**src/rtl/fib_pkg.sv**
```systemverilog
// Shared types and defaults for the Fibonacci term generator.
package fib_pkg;

  localparam int FIB_WIDTH = 32;
  localparam int FIB_CNT_W = 6;

  typedef enum logic [1:0] {
    ST_IDLE = 2'd0,
    ST_EMIT = 2'd1,
    ST_DONE = 2'd2
  } fib_state_e;

endpackage

```
**src/rtl/fib_seq_gen_if.sv**
```systemverilog
// Term stream handshake between the generator and its consumer.
interface fib_seq_gen_if
  import fib_pkg::*;
#(
  parameter int WIDTH = FIB_WIDTH,
  parameter int CNT_W = FIB_CNT_W
);

  logic             out_valid;
  logic             out_ready;
  logic [WIDTH-1:0] out_data;
  logic [CNT_W-1:0] out_idx;

  modport master (output out_valid, output out_data, output out_idx, input out_ready);
  modport slave  (input out_valid, input out_data, input out_idx, output out_ready);

endinterface

```
**src/rtl/fib_adder.sv**
```systemverilog
// Combinational adder for the Fibonacci recurrence; cout flags a wrap past WIDTH bits.
module fib_adder
  import fib_pkg::*;
#(
  parameter int WIDTH = FIB_WIDTH
) (
  input  logic [WIDTH-1:0] a,
  input  logic [WIDTH-1:0] b,
  output logic [WIDTH-1:0] sum,
  output logic             cout
);

  assign {cout, sum} = {1'b0, a} + {1'b0, b};

endmodule

```
**src/rtl/fib_seq_gen.sv**
```systemverilog
// Fibonacci term generator: loads two seeds on start and streams n_terms terms
// over a valid/ready handshake. Optional build macro FIB_OVF_STOP_EN ends the
// sequence early (without presenting it) when the next term would overflow.
//
// state   | meaning
// --------+------------------------------------------------------------
// IDLE    | waiting for start; seeds and count captured on start
// EMIT    | current term presented on out_data, waiting for a handshake
// DONE    | one-cycle done pulse, then back to IDLE
module fib_seq_gen
  import fib_pkg::*;
#(
  parameter int WIDTH = FIB_WIDTH,
  parameter int CNT_W = FIB_CNT_W
) (
  input  logic                 clk,
  input  logic                 rst_n,
  input  logic                 start,
  input  logic [WIDTH-1:0]     a_in,
  input  logic [WIDTH-1:0]     b_in,
  input  logic [CNT_W-1:0]     n_terms,
  output logic                 busy,
  output logic                 done,
  output logic                 ovf,
  fib_seq_gen_if.master        out_if
);

  fib_state_e       state;
  fib_state_e       state_nxt;

  // cur_term is on the bus; nxt_term is the following term, computed one step
  // ahead, and nxt_carry remembers whether producing it wrapped.
  logic [WIDTH-1:0] cur_term;
  logic [WIDTH-1:0] nxt_term;
  logic             nxt_carry;
  logic [WIDTH-1:0] sum;
  logic             cout;
  logic [CNT_W-1:0] remaining;
  logic [CNT_W-1:0] idx_q;
  logic             ovf_q;

  logic             hs;
  logic             last;
  logic             stop;

  fib_adder #(.WIDTH(WIDTH)) u_adder (
    .a    (cur_term),
    .b    (nxt_term),
    .sum  (sum),
    .cout (cout)
  );

  assign hs   = (state == ST_EMIT) && out_if.out_ready;
  assign last = (remaining == CNT_W'(1));

`ifdef FIB_OVF_STOP_EN
  assign stop = nxt_carry;
`else
  assign stop = 1'b0;
`endif

  // State register
  always_ff @(posedge clk or negedge rst_n) begin
    if (!rst_n) state <= ST_IDLE;
    else        state <= state_nxt;
  end

  // Next-state decode
  always_comb begin
    state_nxt = state;
    unique case (state)
      ST_IDLE: if (start) state_nxt = (n_terms == '0) ? ST_DONE : ST_EMIT;
      ST_EMIT: if (hs && (last || stop)) state_nxt = ST_DONE;
      ST_DONE: state_nxt = ST_IDLE;
      default: state_nxt = ST_IDLE;
    endcase
  end

  // Seed capture, term advance, counters and sticky overflow
  always_ff @(posedge clk or negedge rst_n) begin
    if (!rst_n) begin
      cur_term  <= '0;
      nxt_term  <= '0;
      nxt_carry <= 1'b0;
      remaining <= '0;
      idx_q     <= '0;
      ovf_q     <= 1'b0;
    end else if ((state == ST_IDLE) && start) begin
      cur_term  <= a_in;
      nxt_term  <= b_in;
      nxt_carry <= 1'b0;
      remaining <= n_terms;
      idx_q     <= '0;
      ovf_q     <= 1'b0;
    end else if (hs) begin
      remaining <= remaining - CNT_W'(1);
      if (!last) ovf_q <= ovf_q | nxt_carry;
      // An early stop leaves out_idx on the last accepted term.
      if (last || !stop) idx_q <= idx_q + CNT_W'(1);
      if (!last && !stop) begin
        cur_term  <= nxt_term;
        nxt_term  <= sum;
        nxt_carry <= cout;
      end
    end
  end

  // Output decode
  always_comb begin
    out_if.out_valid = (state == ST_EMIT);
    out_if.out_data  = cur_term;
    out_if.out_idx   = idx_q;
    busy             = (state == ST_EMIT);
    done             = (state == ST_DONE);
    ovf              = ovf_q;
  end

endmodule
```
**src/flat_wrapper.sv**
```systemverilog
// flat-port wrapper written by rule: the top's interface ports become plain ports
module fib_seq_gen_flat import fib_pkg::*;
#(
  parameter int WIDTH = FIB_WIDTH,
  parameter int CNT_W = FIB_CNT_W
)
  (clk, rst_n, start, a_in, b_in, n_terms, busy, done, ovf, out_if_out_valid, out_if_out_data, out_if_out_idx, out_if_out_ready);
  fib_seq_gen_if #(.WIDTH(WIDTH), .CNT_W(CNT_W)) out_if_i ();
  input  logic clk;
  input  logic rst_n;
  input  logic start;
  input  logic [WIDTH-1:0] a_in;
  input  logic [WIDTH-1:0] b_in;
  input  logic [CNT_W-1:0] n_terms;
  output logic busy;
  output logic done;
  output logic ovf;
  output wire logic [$bits(out_if_i.out_valid)-1:0] out_if_out_valid;
  output wire logic [$bits(out_if_i.out_data)-1:0] out_if_out_data;
  output wire logic [$bits(out_if_i.out_idx)-1:0] out_if_out_idx;
  input wire logic [$bits(out_if_i.out_ready)-1:0] out_if_out_ready;
  assign out_if_out_valid = out_if_i.out_valid;
  assign out_if_out_data = out_if_i.out_data;
  assign out_if_out_idx = out_if_i.out_idx;
  assign out_if_i.out_ready = out_if_out_ready;
  fib_seq_gen #(.WIDTH(WIDTH), .CNT_W(CNT_W)) u_core (.clk(clk), .rst_n(rst_n), .start(start), .a_in(a_in), .b_in(b_in), .n_terms(n_terms), .busy(busy), .done(done), .ovf(ovf), .out_if(out_if_i));
endmodule
```
**config.mk**
```make
export PLATFORM = sky130hd
export DESIGN_NAME = fib_seq_gen_flat
export DESIGN_NICKNAME = d
export VERILOG_FILES = /design/src/rtl/fib_pkg.sv /design/src/rtl/fib_seq_gen_if.sv /design/src/rtl/fib_adder.sv /design/src/rtl/fib_seq_gen.sv /design/src/flat_wrapper.sv
export SDC_FILE = /design/constraint.sdc
export NUM_CORES = 1
export LEC_CHECK = 0
export CAP_MARGIN = 0
export CORE_MARGIN = 1
export CORE_UTILIZATION = 30
export CTS_CLUSTER_SIZE = 28
export DETAILED_ROUTE_END_ITERATION = 8
export SKIP_LAST_GASP = 1
export SLEW_MARGIN = 30
export SYNTH_ARGS = -nofsm -noshare
export SYNTH_HDL_FRONTEND = slang
export SYNTH_SLANG_ARGS = --single-unit
```
**constraint.sdc**
```tcl
create_clock -name clk -period 5.5 [get_ports clk]
set_input_delay 1.65 -clock clk [delete_from_list [all_inputs] [get_ports clk]]
set_output_delay 1.65 -clock clk [all_outputs]
set_load 0.02 [all_outputs]
```
==> metrics.csv, run 1 <==
stage,metric,value,unit
run_status,status,completed,
sta,final worst setup slack,1740,ps
route,DRT Pass-1 Iters,7,
die,Starting Density,30.6,%
sta,Max Slew Vio Count,0,
worst_setup_path,Worst EP required,5730,ps
synth,Yosys reg bits,80,
worst_setup_path,Worst Path Buf+Inv,2,
cts,CTS sink count,80,
sta,Clock Skew,6.32,ps
place,GP Congestion,0.857,
cts,hold buffer count at CTS,0,
finish,ANT cells,0,
worst_setup_path,crit path kind,in -> reg,
worst_setup_path,Crit-path slowest cell,nand2b_1,
cts,clk_lat worst skew,350,ps
pwr,Max VDD drop,355,uV
finish,Layout Utilization,40.0,%
sta,Fin Setup TNS,0,ps
route,routed wire length per instance,16.4,um
worst_setup_path,crit path DAT,3990,ps
sta,Final setup viols,0,
synth,ys async rst share,100,%
die,area of the die,0.0181,mm^2
finish,fin cells,931,
synth,Mapped Area,0.00528,mm^2
synth,Most used DFF post-synth,dfrtp_1,
place,number of port buffers,115,
cts,cts repair resizes,0,
die,I/O Pins,116,
cts,Num CTS Buffers,9,
route,top layer in use,met4,
place,DP Worst Slack,1360,ps
cts,postcts setup bufs,0,
grt,first-pass GRT wire length,25200,um
cts,Clock Path Buffers,2,
run,Max Cap Viol,0,
route,WL final,15300,um
synth,Mean Syn Cell Area,8.75,um^2
cts,clock root buffer,clkbuf_16,
synth,"EDFF count, synth",0,
sta,Final period util,68.4,%
worst_setup_path,"slowest stage delay, CP",580,ps
worst_setup_path,Crit Path Max Fanout,22,
pwr,overall power,4.77,mW
worst_setup_path,crit end category,register,
die,Placeable Area,0.0172,mm^2
grt,vias in the first global route,5025,
route,wire length on met3,596,um
die,Rows,48,
pwr,Static Leak,2.93,nW
route,via count,4999,
finish,# nets final,811,
sta,Fmax,0.266,GHz
cts,H-tree levels,3,
worst_setup_path,"Critical Path, Cell by Cell","clkdlybuf4s50_1, and2_1, nand2b_1, buf_4, nor2_1, a222oi_1, o41a_1, o31ai_2",
finish,share of cells above drive strength 1,5.95,%
cts,TritonCTS clock tree,yes,
synth,Cell variety after synth,65,
synth,Yosys warnings,0,
route,DRT met1 WL,7240,um
grt,total track usage,17.5,%
place,post-detail-place hpwl,10900,um
finish,"Design Area, Final",0.00690,mm^2
sta,Rel. slew slack,42.8,%
worst_setup_path,CP Launch Type,primary input,
route,DR WL met2,7170,um
cts,clock slew at reported path FFs,60,ps
finish,storage element area,0.00200,mm^2
sta,worst-margin pin slew,858,ps
pwr,Pwr per Cell Area,691,mW/mm^2
finish,multi-input logic area,0.00311,mm^2
sta,crit path time final,3760,ps
die,chip width,135,um
place,Placed Cells,915,
route,initial DRC count,247,
die,Die H,135,um
synth,Mapped Cells,603,
worst_setup_path,cell class contributing the biggest share of worst-path delay,simple AND/OR/NAND/NOR gates,
route,DRC violations left,0,
route,via density per instance,5.37,
grt,antenna violations before repair,0,
sta,Min Hold Slack,507,ps
route,Routed Antenna Nets,0,
sta,RSZ-0062 raised after global routing,no,
sta,"Hold Vio Cnt, Final",0,
grt,largest net degree at the start of global routing,83,
finish,fillers,1687,
synth,post-synthesis sequential area ratio,37.9,%
synth,syn_nets,713,
worst_hold_path,worst min path class,reg -> reg,
place,Post-Place Cell Area,0.00663,mm^2
grt,grt ovf,0,
finish,area growth from synthesis to layout,30.8,%
## logic make-up (layout without fill, tap and decap cells)
family	after synthesis	after routing	synth area share [%]
AO/OA/AOI/OAI	209	209	26.8
XOR/XNOR	29	29	4.81
adder cells (fa/ha/maj)	36	36	8.68
buffers and inverters	44	147	3.49
flip-flops	80	80	37.9
multiplexers	6	6	1.16
AND/OR/NAND/NOR	199	199	17.1
## cell usage in the layout (no fill, tap or decap), types with 4 or more instances in the layout
cell type	netlist	routed
clkdlybuf4s50_1	0	114
nand2_1	100	100
dfrtp_1	80	80
a21oi_1	47	47
a22oi_1	45	45
o21ai_0	36	36
ha_1	35	35
nor2_1	33	31
o21ai_1	20	20
xor2_1	15	15
xnor2_1	14	14
nand3_1	13	13
nand4_1	12	12
and3_1	11	11
inv_1	10	10
nor3_1	9	9
clkbuf_16	0	9
o21bai_1	5	5
a211oi_1	5	5
mux2i_1	5	5
buf_4	1	5
nor2b_1	4	4
a21o_1	4	4
o21a_1	4	4
a31oi_1	4	4
clkinv_2	0	4
## cell type report
type	count	share of cell area (%)
sequential	80	29.0
tap	225	4.08
clock inverter	6	0.508
timing repair buffer	120	17.2
clock buffer	10	3.46
inverter	11	0.598
multi-input combinational	479	45.1
## cell usage after synthesis, types with 4 or more instances
library cell / n / area [um^2]
nand2_1: 100 / 375
dfrtp_1: 80 / 2000
a21oi_1: 47 / 235
a22oi_1: 45 / 338
o21ai_0: 36 / 180
ha_1: 35 / 438
nor2_1: 33 / 124
clkbuf_1: 22 / 82.6
o21ai_1: 20 / 100
xor2_1: 15 / 131
xnor2_1: 14 / 123
nand3_1: 13 / 65.1
nand4_1: 12 / 75.1
and3_1: 11 / 68.8
inv_1: 10 / 37.5
nor3_1: 9 / 45.0
buf_2: 6 / 30.0
a211oi_1: 5 / 37.5
mux2i_1: 5 / 50.1
o21bai_1: 5 / 37.5
a21o_1: 4 / 30.0
a31oi_1: 4 / 25.0
nor2b_1: 4 / 25.0
o21a_1: 4 / 30.0
## sequential cells by signal, summed over array words and instances, names as in the netlist
signal and cells:
u_core.nxt_carry 1, u_core.state 2, u_core.out_if.out_idx 6, u_core.ovf 1
u_core.out_if.out_data 32, u_core.remaining 6, u_core.nxt_term 32
## worst paths after layout
path / startpoint / end / slack, ps / cells past startpoint
worst max register to register: u_core.remaining[1] / u_core.nxt_term[30] / 2570 / 10
worst min-delay path: u_core.ovf / u_core.ovf / 510 / 2
max in group asynchronous: rst_n / u_core.out_if.out_data[9] / 3610 / 1
worst max-delay path: out_if_out_ready / u_core.nxt_term[30] / 1740 / 8
worst min register to register: u_core.ovf / u_core.ovf / 510 / 2
min in group asynchronous: rst_n / u_core.out_if.out_idx[4] / 1340 / 1
## power breakdown
part           switching, mW  internal, mW  leakage [nW]  total, mW
clock                  0.250         0.315         0.134      0.564
combinational           1.78          1.28          1.81       3.06
sequential             0.260         0.881         0.986       1.14
total                   2.29          2.48          2.93       4.77
## worst reg2reg max path, cell delays in order (launching register included)
cell      delay, ps
dfrtp_1         380
inv_1           100
ha_1            170
nand2b_1         70
nor4_2          410
nand2b_1        650
buf_4           370
nor2_1           70
a222oi_1        300
o41a_1          220
o31ai_2          70
## metal layers
layer	GRT usage [%]	vias to the layer above
met4	5.87	0
met3	3.23	22
met2	28.9	141
met1	23.0	2422
li1	-	2414
met5	0	-
Note: power is estimated with default switching activity, not from simulation.
==> run 2: changes to the inputs <==
==> constraint.sdc (replaced) <==
create_clock -name clk -period 3.2 [get_ports clk]
set_input_delay 0.96 -clock clk [delete_from_list [all_inputs] [get_ports clk]]
set_output_delay 0.96 -clock clk [all_outputs]
set_load 0.02 [all_outputs]
==> run 2 against run 1 <==
Utilization is 0.69 points higher. Clock power grew 90%. Final cell count up 0.75%. Register-to-register slack got worse by 2100 ps. Setup slack got worse by 1300 ps. Die area unchanged. Sequential share of layout area is 0.49 points lower. Critical endpoint unchanged. Sequential power rose by 73%. Non-clock buffer count is 7 higher.
==> metrics.csv, run 2 (same netlist as run 1, synthesis figures left out) <==
stage,metric,value,unit
worst_setup_path,Worst EP required,3470,ps
sta,Fmax,0.362,GHz
route,WL final,15400,um
run,Max Cap Viol,0,
worst_setup_path,launch point of the worst path,u_core.out_if.out_data[0],
route,Routed Antenna Nets,0,
finish,# nets final,818,
cts,Num CTS Buffers,9,
sta,Rel. slew slack,61.4,%
cts,clock root buffer,clkbuf_16,
cts,clock slew at reported path FFs,70,ps
worst_setup_path,Crit Path Max Fanout,4,
route,DRC violations left,0,
pwr,Seq pwr share,23.5,%
die,Die H,135,um
finish,area growth from synthesis to layout,33.0,%
route,routed wire length per instance,16.4,um
pwr,Pwr per Cell Area,1190,mW/mm^2
finish,"commonest non-fill, non-tap cells in the layout","clkdlybuf4s50_1 (114), nand2_1 (100), dfrtp_1 (80)",
cts,hold buffer count at CTS,0,
place,number of port buffers,115,
grt,GRT met1 Usage,24.2,%
finish,share of cells above drive strength 1,6.87,%
worst_setup_path,crit path DAT,3030,ps
worst_hold_path,worst min path class,reg -> reg,
pwr,Comb power frac,63.7,%
route,via density per instance,5.27,
finish,Layout Utilization,40.7,%
pwr,Internal,4.38,mW
cts,Clock Path Buffers,2,
grt,vias in the first global route,4896,
pwr,Net Sw Frac,47.5,%
run_status,status,completed,
cts,TritonCTS clock tree,yes,
grt,first-pass GRT wire length,25200,um
cts,H-tree levels,3,
place,Post-Place Cell Area,0.00671,mm^2
die,Rows,48,
grt,met2 usage in global routing,27.4,%
sta,Max Slew Vio Count,0,
grt,total track usage,17.5,%
worst_setup_path,crit path kind,reg -> reg,
die,area of the die,0.0181,mm^2
place,post-detail-place hpwl,11400,um
place,Placed Cells,922,
die,Placeable Area,0.0172,mm^2
route,DRT Pass-1 Iters,5,
finish,"commonest non-fill, non-tap cell in the layout",clkdlybuf4s50_1,
sta,Fin Setup TNS,0,ps
die,Starting Density,30.6,%
sta,Clock Skew,9.62,ps
cts,cts repair resizes,0,
grt,antenna violations before repair,0,
grt,grt ovf,0,
grt,largest net degree at the start of global routing,67,
cts,postcts setup bufs,0,
route,initial DRC count,342,
grt,met3 Use GR,3.42,%
sta,worst-margin pin slew,579,ps
finish,ANT cells,0,
cts,clk_lat worst skew,350,ps
sta,Final setup viols,0,
finish,"Design Area, Final",0.00702,mm^2
pwr,Max VDD drop,430,uV
worst_hold_path,Worst Min Path Start,u_core.ovf,
pwr,Static Leak,2.99,nW
finish,fin cells,938,
die,I/O Pins,116,
pwr,Sw Pwr,3.97,mW
route,via count,4943,
place,GP Congestion,0.882,
die,chip width,135,um
cts,CTS sink count,80,
worst_setup_path,CP Launch Type,register,
pwr,clock power share,12.8,%
sta,"Hold Vio Cnt, Final",0,
worst_setup_path,R2R Path Start,u_core.out_if.out_data[0],
worst_setup_path,crit end category,register,
grt,busiest grt layer,met2,
sta,Final period util,86.2,%
sta,RSZ-0062 raised after global routing,no,
sta,crit path time final,2760,ps
## run 2: changes by cell type in the layout (fill, tap and decap cells not counted), sizes merged
cell,delta
clkinvlp,-1
bufinv,+1
clkbuf,-1
buf,+7
inv,+1
## run 2: stage by stage
step	hold slack [ps]	power [mW]	setup WS [ps]
after floorplan	472	5.67	554
after global placement	489	7.19	426
after detailed placement	497	7.27	383
after CTS	511	8.40	438
after global routing	527	9.11	344
final	501	8.36	441
## run 2: final cells by class
cell class              instances  area, um^2
clock inverters                 7        81.3
well taps                     225         282
multi-input cells             479        3110
inverters                      11        41.3
flip-flops and latches         80        2000
fillers                      1693       10200
clock buffers                   9         225
repair buffers                127        1280
## run 2: worst max-delay path: stages (launching register included)
cell and delay, ps:
dfrtp_1 410, ha_1 240, fa_1 410, a21o_1 230, a311o_2 440, a41oi_4 270, a31oi_4 170, a21boi_4 240
nor2_2 60, o31ai_2 220
## run 2: final timing paths
kind | end | slack [ps] | depth (start not counted)
setup / recovery | u_core.nxt_term[30] | 440 | 9
hold / removal | u_core.ovf | 500 | 2
setup reg to reg | u_core.nxt_term[30] | 440 | 9
hold reg to reg | u_core.ovf | 500 | 2
max in group asynchronous | u_core.nxt_term[7] | 1990 | 2
min in group asynchronous | u_core.out_if.out_idx[3] | 590 | 1
## run 2: power by group through the flow
stage	Combinational [mW]	Sequential (mW)	Clock, mW
6_report	5.32	1.97	1.07
2_1_floorplan	3.55	2.12	0
5_1_grt	5.93	2.04	1.14
4_1_cts	5.33	1.97	1.10
3_5_place_dp	5.29	1.98	0
3_3_place_gp	5.22	1.97	0
## run 2: per-layer routing
| metal | part of all wire (%) | vias to the layer above | wire, um |
|---|---|---|---|
| met5 | 0 | - | 0 |
| met4 | 1.8 | 0 | 276 |
| met3 | 4.4 | 23 | 681 |
| met2 | 46 | 134 | 7140 |
| met1 | 48 | 2345 | 7330 |
| li1 | - | 2441 | - |
==> run 3: changes to the inputs <==
--- a/config.mk
+++ b/config.mk
@@ -8,7 +8,7 @@
 export CAP_MARGIN = 0
 export CORE_MARGIN = 1
 export CORE_UTILIZATION = 30
-export CTS_CLUSTER_SIZE = 28
+export CTS_CLUSTER_SIZE = 10
 export DETAILED_ROUTE_END_ITERATION = 8
 export SKIP_LAST_GASP = 1
 export SLEW_MARGIN = 30
==> results of run 3 <==
Final layout, timing and power as in run 2 (identical DEF).
